### src/rtl/sized_fifo_pkg.sv
// Shared helpers for the sized FIFO: width calculation and wrap-around pointer step.
package sized_fifo_pkg;

  function automatic int clog2(input int n);
    int r;
    r = 0;
    for (int i = 0; i < 31; i++)
      if ((1 << i) < n) r = i + 1;
    return r;
  endfunction

  // Step a pointer by one, wrapping at depth so non-power-of-two depths work.
  function automatic int ptr_inc(input int p, input int depth);
    return (p == depth - 1) ? 0 : p + 1;
  endfunction

endpackage

### src/rtl/fifo_regfile.sv
// Unreset WIDTH x DEPTH storage: one synchronous write port, one asynchronous read port.
module fifo_regfile #(
  parameter int WIDTH = 32,
  parameter int DEPTH = 4,
  parameter int AW    = 2
) (
  input  logic             clk,
  input  logic             we,
  input  logic [AW-1:0]    waddr,
  input  logic [WIDTH-1:0] wdata,
  input  logic [AW-1:0]    raddr,
  output logic [WIDTH-1:0] rdata
);

  logic [WIDTH-1:0] mem_q [DEPTH];

  always_ff @(posedge clk) begin
    if (we) mem_q[waddr] <= wdata;
  end

  assign rdata = mem_q[raddr];

endmodule

### src/rtl/sized_fifo_lvl.sv
// Depth-sized single-clock FIFO with occupancy level and sticky overflow/underflow flags.
module sized_fifo_lvl
  import sized_fifo_pkg::*;
#(
  parameter  int WIDTH = 32,
  parameter  int DEPTH = 4,
  localparam int CNTW  = clog2(DEPTH + 1)
) (
  input  logic             CLK,
  input  logic             RST,
  input  logic             CLR,
  input  logic [WIDTH-1:0] D_IN,
  input  logic             ENQ,
  output logic             FULL_N,
  input  logic             DEQ,
  output logic             EMPTY_N,
  output logic [WIDTH-1:0] D_OUT,
  output logic [CNTW-1:0]  LEVEL,
  output logic             OVF,
  output logic             UNF
);

  localparam int PW = (clog2(DEPTH) < 1) ? 1 : clog2(DEPTH);

  logic [PW-1:0]   rd_q, rd_d, wr_q, wr_d;
  logic [CNTW-1:0] cnt_q, cnt_d;
  logic            ovf_q, ovf_d, unf_q, unf_d;
  logic            full, empty, deq_ok, enq_ok;

  assign full   = (cnt_q == CNTW'(DEPTH));
  assign empty  = (cnt_q == '0);
  assign deq_ok = DEQ & ~empty;
  // A full queue still takes a write when the head leaves in the same cycle.
  assign enq_ok = ENQ & (~full | deq_ok);

  always_comb begin
    rd_d  = rd_q;
    wr_d  = wr_q;
    cnt_d = cnt_q;
    ovf_d = ovf_q;
    unf_d = unf_q;
    if (CLR) begin
      rd_d  = '0;
      wr_d  = '0;
      cnt_d = '0;
      ovf_d = 1'b0;
      unf_d = 1'b0;
    end else begin
      if (ENQ & ~enq_ok) ovf_d = 1'b1;
      if (DEQ & empty)   unf_d = 1'b1;
      if (deq_ok) rd_d = PW'(ptr_inc(int'(rd_q), DEPTH));
      if (enq_ok) wr_d = PW'(ptr_inc(int'(wr_q), DEPTH));
      if (enq_ok & ~deq_ok)      cnt_d = cnt_q + CNTW'(1);
      else if (deq_ok & ~enq_ok) cnt_d = cnt_q - CNTW'(1);
    end
  end

  always_ff @(posedge CLK) begin
    if (RST) begin
      rd_q  <= '0;
      wr_q  <= '0;
      cnt_q <= '0;
      ovf_q <= 1'b0;
      unf_q <= 1'b0;
    end else begin
      rd_q  <= rd_d;
      wr_q  <= wr_d;
      cnt_q <= cnt_d;
      ovf_q <= ovf_d;
      unf_q <= unf_d;
    end
  end

  fifo_regfile #(.WIDTH(WIDTH), .DEPTH(DEPTH), .AW(PW)) u_rf (
    .clk   (CLK),
    .we    (enq_ok & ~CLR & ~RST),
    .waddr (wr_q),
    .wdata (D_IN),
    .raddr (rd_q),
    .rdata (D_OUT)
  );

  assign FULL_N  = ~full;
  assign EMPTY_N = ~empty;
  assign LEVEL   = cnt_q;
  assign OVF     = ovf_q;
  assign UNF     = unf_q;

endmodule

### config.mk
export PLATFORM = sky130hd
export DESIGN_NAME = sized_fifo_lvl
export DESIGN_NICKNAME = d
export VERILOG_FILES = /design/src/rtl/sized_fifo_pkg.sv /design/src/rtl/fifo_regfile.sv /design/src/rtl/sized_fifo_lvl.sv
export SDC_FILE = /design/constraint.sdc
export NUM_CORES = 1
export LEC_CHECK = 0
export CAP_MARGIN = 10
export CORE_MARGIN = 2
export CORE_UTILIZATION = 40
export CTS_CLUSTER_DIAMETER = 80
export DETAILED_ROUTE_END_ITERATION = 8
export PLACE_DENSITY = 0.74
export SLEW_MARGIN = 20
export SYNTH_ARGS = -nofsm -noshare
export SYNTH_HDL_FRONTEND = slang
export SYNTH_HIERARCHICAL = 1
export SYNTH_SLANG_ARGS = --single-unit
### constraint.sdc
create_clock -name CLK -period 12.2 [get_ports CLK]
set_clock_uncertainty 0.1 [all_clocks]
set_input_delay 3.66 -clock CLK [delete_from_list [all_inputs] [get_ports CLK]]
set_output_delay 3.66 -clock CLK [all_outputs]
set_load 0.05 [all_outputs]
==> summary.txt, run 1 <==
Setup path
  • Nature of the critical path endpoint: output pin
  • Critical Path Source: rd_q[0]$_SDFFE_PP0P_
  • Crit-path cells: buf_4 -> mux4_1 -> clkdlybuf4s50_1
  • Setup crit start kind: flop
  • Slowest cell on the critical path: clkdlybuf4s50_1
  • RR Startpoint: LEVEL[0]$_SDFFE_PP0P_
  • CP required: 8.44 ns
  • CP peak stage delay: around 0.73 ns
  • Max FO, Critical Path: 20
  • Critical path type: reg -> out
  • CP arrival: between 2 and 3 ns

Yosys
  • #FFs+latches synth: 137
  • Synth warn: 6
  • Leading area contributor after synthesis: edfxtp_1
  • Top-area cell type share of the netlist area: 74.74%
  • Post-Syn Area per Cell: 23.48 sq um
  • Register area share after synthesis: 78.25%
  • Synth Cell Area: 5142 sq um
  • Area contributors post-synth: edfxtp_1, mux4_2, dfxtp_1, buf_12, mux4_1
  • Synth unique cells: 28
  • Syn nets: between 200 and 300
  • Cells after synthesis: 219

Floorplanning
  • FP Rows: 41
  • Die Wd: 117.4 microns
  • Initial Util: between 40% and 50%
  • Core Box Area: 12570 sq um
  • # IOs: 76
  • Die Area: ~14000 sq um
  • Chip Height: 117.4 microns

Global route
  • Initial antenna violation count: 1
  • GR Overflow Total: 0
  • Global-route wire length before repair: 14380 microns
  • Total track usage: 14.10%
  • Largest net degree at the start of global routing: 35
  • Vias in the first global route: 2661

Clocking
  • Clock Path Buffers: 2
  • CTS clk-pin slew, worst paths: 0.06 ns
  • TritonCTS buffer count: 17
  • # hold bufs at CTS: 0
  • Setup Buffers After CTS: 0
  • Sink Count: 137
  • Cts repair resizes: 0
  • Skew-Pair Late Insertion Delay: between 0.4 and 0.5 ns
  • CTS tree: built
  • Number of H-tree levels: 4
  • Root buffer cell: clkbuf_16

Final layout
  • Fin area: 6570 sq um
  • Diodes inserted: 0
  • Area Overhead vs Synth: 27.76%
  • Final nets: about 350
  • Layout Cells excl Fill: 491
  • Proportion of layout cells with a drive suffix above 1: roughly a fifth
  • Filler cells: 1001

STA
  • Worst-margin pin slew: roughly 0.93 ns
  • Worst setup margin: 5.503 ns
  • Number of setup violations in the final report: 0
  • Worst relative slew slack: 38.10%
  • RSZ-0062 raised after global routing: no
  • Final Cycle Share: roughly 55%
  • Slew Limit Fails: 0
  • F_max: roughly 150 MHz
  • Fin Hold WS: 0.3666 ns
  • Fin crit period: 6.697 ns
  • TNS Setup: 0 ns
  • Final hold violation count: 0

Drt
  • DRT iter0 DRCs: 160
  • Routed vias: 2379
  • Routed wire length: 9003 microns
  • DRC Markers: 0
  • Wire length per cell: between 15 and 20 microns
  • Vias per Instance: 4.845
  • DRT antenna net count: 0
  • 1st-pass router iterations: 4

Placed design
  • Dpl ws: ~5.7 ns
  • Post-placement cell area: 6045 sq um
  • Post-placement cell count: 460
  • Hpwl dp: 5394 microns
  • Port bufs: 75
  • Gpl congestion: 0.6265

Power and ir drop
  • Leakage: around 2.1 nW
  • Power per standard cell area: 161.7 nW/um^2
  • Peak VDD IR: 0.00006886 V

Run status
  • Outcome: completed

Min path
  • Hold path startpoint: OVF$_SDFFE_PP0P_
  • Hold Crit Class: reg -> reg

Flow run
  • Max-cap check violation count: 0
## cell families after synthesis
logic type	Yosys count	synth area share (%)
AND/OR/NAND/NOR	22	2.384
multiplexers	35	14.74
adder cells (fa/ha/maj)	4	1.119
XOR/XNOR	2	0.3407
flip-flops	137	78.25
buffers and inverters	11	1.971
AO/OA/AOI/OAI	8	1.192
## registers in the layout, summed over array words and instances, names as in the netlist
register and cells:
rd_q 2, u_rf/mem_q 128, wr_q 2, OVF 1, LEVEL 3, UNF 1
## where the power goes
group | internal [mW] | leakage (nW) | total, mW | switching, mW
sequential | 0.521 | 1.23 | 0.526 | 0.00519
combinational | 0.0375 | 0.615 | 0.0877 | 0.0502
clock | 0.274 | 0.254 | 0.449 | 0.174
total | 0.833 | 2.10 | 1.06 | 0.230
## worst paths after layout
check	endpoint	cells after the start	slack, ns
worst max-delay path	D_OUT[31]	3	5.50
worst min-delay path	OVF$_SDFFE_PP0P_	1	0.37
worst max register to register	u_rf/mem_q[0][14]$_DFFE_PP_	5	9.67
worst min register to register	OVF$_SDFFE_PP0P_	1	0.37
## cell type report
class / count / area [sq um] / share of cell area [%]
clock inverters: 11 / 82.58 / 1.257
repair buffers: 77 / 765.7 / 11.65
inverters: 3 / 11.26 / 0.1714
flip-flops and latches: 137 / 4026 / 61.28
clock buffers: 20 / 436.7 / 6.646
multi-input cells: 71 / 1032 / 15.71
well taps: 172 / 215.2 / 3.276
## cell usage after synthesis (all sizes together)
| master | number |
|---|---|
| fa | 1 |
| nor2 | 5 |
| o31ai | 1 |
| nor3b | 2 |
| or3b | 1 |
| or3 | 3 |
| dfxtp | 9 |
| and3b | 2 |
| buf | 7 |
| and3 | 1 |
| mux2i | 3 |
| nor3 | 1 |
| nand2 | 5 |
| nand3 | 1 |
| ha | 3 |
| edfxtp | 128 |
| or2 | 1 |
| o21a | 1 |
| inv | 3 |
| o21ai | 3 |
| clkbuf | 1 |
| mux4 | 32 |
| xor2 | 2 |
| a21oi | 3 |
## cells in the final DEF (no fill, tap or decap), types with 2 or more instances in the layout
master	count
dfxtp_2	2
inv_1	3
mux2i_1	3
xor2_1	2
ha_1	3
clkbuf_16	17
clkinvlp_4	2
nor2_1	5
clkbuf_1	3
mux4_1	2
a21oi_1	3
dfxtp_1	7
nand2_1	5
clkinv_1	2
or3_1	3
clkdlybuf4s50_1	75
edfxtp_1	128
buf_4	2
clkinv_2	6
o21ai_0	2
mux4_2	30
and3b_2	2
## worst max-delay path, delay by kind of cell (launching register included)
family                 cells  cell delay, ns
buffers and inverters      2            1.21
flip-flops                 1            0.68
multiplexers               1            0.64
## stage by stage
stage	util (%)	power, mW
after floorplan	-	0.5892
after global placement	48.09	0.6219
after detailed placement	48.09	0.6238
after CTS	52.23	1.074
after global routing	52.27	1.099
final	52.27	1.062
## per-layer routing
| metal | track usage, % | vias up | share of wire (%) | routed length, microns |
|---|---|---|---|---|
| li1 | - | 1100 | - | - |
| met1 | 16.73 | 1209 | 44 | 3951 |
| met2 | 23.28 | 57 | 49 | 4448 |
| met3 | 5.058 | 13 | 4.9 | 438 |
| met4 | 6.099 | 0 | 1.8 | 164 |
| met5 | 0 | - | 0 | 0 |
No activity file was read; power rests on OpenSTA's default activity.
==> inputs of run 2 (changes only) <==
--- a/config.mk
+++ b/config.mk
@@ -10,7 +10,7 @@
 export CORE_UTILIZATION = 40
 export CTS_CLUSTER_DIAMETER = 80
 export DETAILED_ROUTE_END_ITERATION = 8
-export PLACE_DENSITY = 0.74
+export PLACE_DENSITY = 0.76
 export SLEW_MARGIN = 20
 export SYNTH_ARGS = -nofsm -noshare
 export SYNTH_HDL_FRONTEND = slang
==> constraint.sdc (replaced) <==
create_clock -name CLK -period 5.6 [get_ports CLK]
set_clock_uncertainty 0.1 [all_clocks]
set_input_delay 1.68 -clock CLK [delete_from_list [all_inputs] [get_ports CLK]]
set_output_delay 1.68 -clock CLK [all_outputs]
set_load 0.05 [all_outputs]
==> run 2 against run 1 <==
Cell count up 0.41%. Sequential share of layout area down 0.39 points. Register-to-register slack worse by 6.4 ns. Via count up 0.63%. Highest routed layer unchanged. Critical path type unchanged. Worst setup slack worse by 4.4 ns. First-iteration DRC count down 11%.
==> summary.txt, run 2 (synthesis results as in run 1) <==
Run status
  • Outcome: completed

Clocking
  • Number of H-tree levels: 4
  • TritonCTS buffer count: 17
  • Root buffer cell: clkbuf_16
  • Skew-Pair Late Insertion Delay: 0.40 ns
  • Clock Path Buffers: 2
  • Sink Count: 137
  • CTS clk-pin slew, worst paths: 0.06 ns
  • # hold bufs at CTS: 0
  • Cts repair resizes: 0
  • Setup Buffers After CTS: 0
  • CTS tree: built

Final layout
  • Final nets: between 300 and 400
  • Area Overhead vs Synth: 28.59%
  • Filler cells: 983
  • Max reg flops: ~130
  • Multi-input logic area: 1026 sq um
  • Leading cell type in the layout, fill and taps excluded: edfxtp_1
  • Proportion of layout cells with a drive suffix above 1: between 20% and 30%
  • Largest Register: u_rf/mem_q
  • Fin area: 6613 sq um
  • Diodes inserted: 0
  • Most frequent cells in the layout: edfxtp_1, clkdlybuf4s50_1, mux4_2, clkbuf_16, dfxtp_1
  • Fin util: 52.61%
  • Reg area: between 4000 and 5000 sq um

Floorplanning
  • Chip Height: 117.4 microns
  • Die Area: 13780 sq um
  • Die Wd: between 100 and 150 microns
  • Core Box Area: 12570 sq um
  • FP Rows: 41
  • # IOs: 76
  • Initial Util: 40.92%

STA
  • Fin crit period: 4.511 ns
  • Worst relative slew slack: 40.36%
  • Final Cycle Share: between 80% and 90%
  • F_max: 221.7 MHz
  • Slew Limit Fails: 0
  • TNS Setup: 0 ns
  • Number of setup violations in the final report: 0
  • Worst-margin pin slew: around 0.89 ns
  • Worst setup margin: around 1.1 ns
  • RSZ-0062 raised after global routing: no
  • Final hold violation count: 0
  • Fin Hold WS: roughly 0.37 ns

Global route
  • Total track usage: between 10% and 20%
  • Busiest layer in global routing: met2
  • Initial antenna violation count: 0
  • Met1 Use GR: 15.25%
  • Met2 Resource Use GR: between 20 and 25%
  • Global-route wire length before repair: 13510 microns
  • Vias in the first global route: 2601
  • M3 GR Usage: between 5 and 6%
  • Largest net degree at the start of global routing: 35
  • GR Overflow Total: 0

Power and ir drop
  • Peak VDD IR: 0.0001856 V
  • Leakage: 2.118 nW
  • Power per standard cell area: 355.8 nW/um^2

Drt
  • Vias per Instance: 4.856
  • 1st-pass router iterations: 4
  • DRT iter0 DRCs: between 100 and 150
  • DRC Markers: 0
  • Routed wire length: 8567 microns
  • DRT antenna net count: 0
  • Wire length per cell: 17.38 microns
  • Routed vias: 2394

Placed design
  • Post-placement cell area: 6052 sq um
  • Hpwl dp: 5195 microns
  • Port bufs: between 70 and 80
  • Gpl congestion: 0.6888
  • Dpl ws: 1.430 ns

Setup path
  • CP required: roughly 3.8 ns
  • Critical path type: reg -> out
  • Nature of the critical path endpoint: output pin
  • Max FO, Critical Path: 20
  • Setup crit start kind: flop
  • CP arrival: 2.73 ns

Min path
  • Hold Crit Class: reg -> reg

Flow run
  • Max-cap check violation count: 0
[run 2: path summary, 6_finish.rpt]
kind | startpoint | slack (ns) | cells after the start | endpoint
max | rd_q[0]$_SDFFE_PP0P_ | 1.09 | 3 | D_OUT[2]
min | OVF$_SDFFE_PP0P_ | 0.37 | 1 | OVF$_SDFFE_PP0P_
max reg2reg | LEVEL[0]$_SDFFE_PP0P_ | 3.30 | 7 | LEVEL[2]$_SDFFE_PP0P_
min reg2reg | OVF$_SDFFE_PP0P_ | 0.37 | 1 | OVF$_SDFFE_PP0P_
[run 2: power breakdown]
group | internal [mW] | switching [mW] | total (mW)
sequential | 1.13 | 0.0113 | 1.15
combinational | 0.0821 | 0.108 | 0.190
clock | 0.643 | 0.374 | 1.02
[run 2: layout make-up]
cell class,instances,share of cell area (%)
inverters,3,0.1703
well taps,172,3.254
repair buffers,78,11.69
clock inverters,6,0.5676
multi-input cells,71,15.52
flip-flops and latches,137,60.89
clock buffers,26,7.909
[run 2: metrics by stage]
step,total power [mW],instances
after detailed placement,1.358,461
after floorplan,1.284,219
after global placement,1.354,461
final,2.353,493
after global routing,2.424,493
after CTS,2.375,493
[run 2: worst max-delay path: stages (launching register included)]
cell	delay, ns
dfxtp_2	0.73
buf_4	0.35
mux4_2	0.53
clkdlybuf4s50_1	0.71
[run 2: layer usage]
metal,share of wire [%],vias up
li1,-,1096
met1,41,1224
met5,0,-
met4,1.9,0
met3,5.3,14
met2,51,60
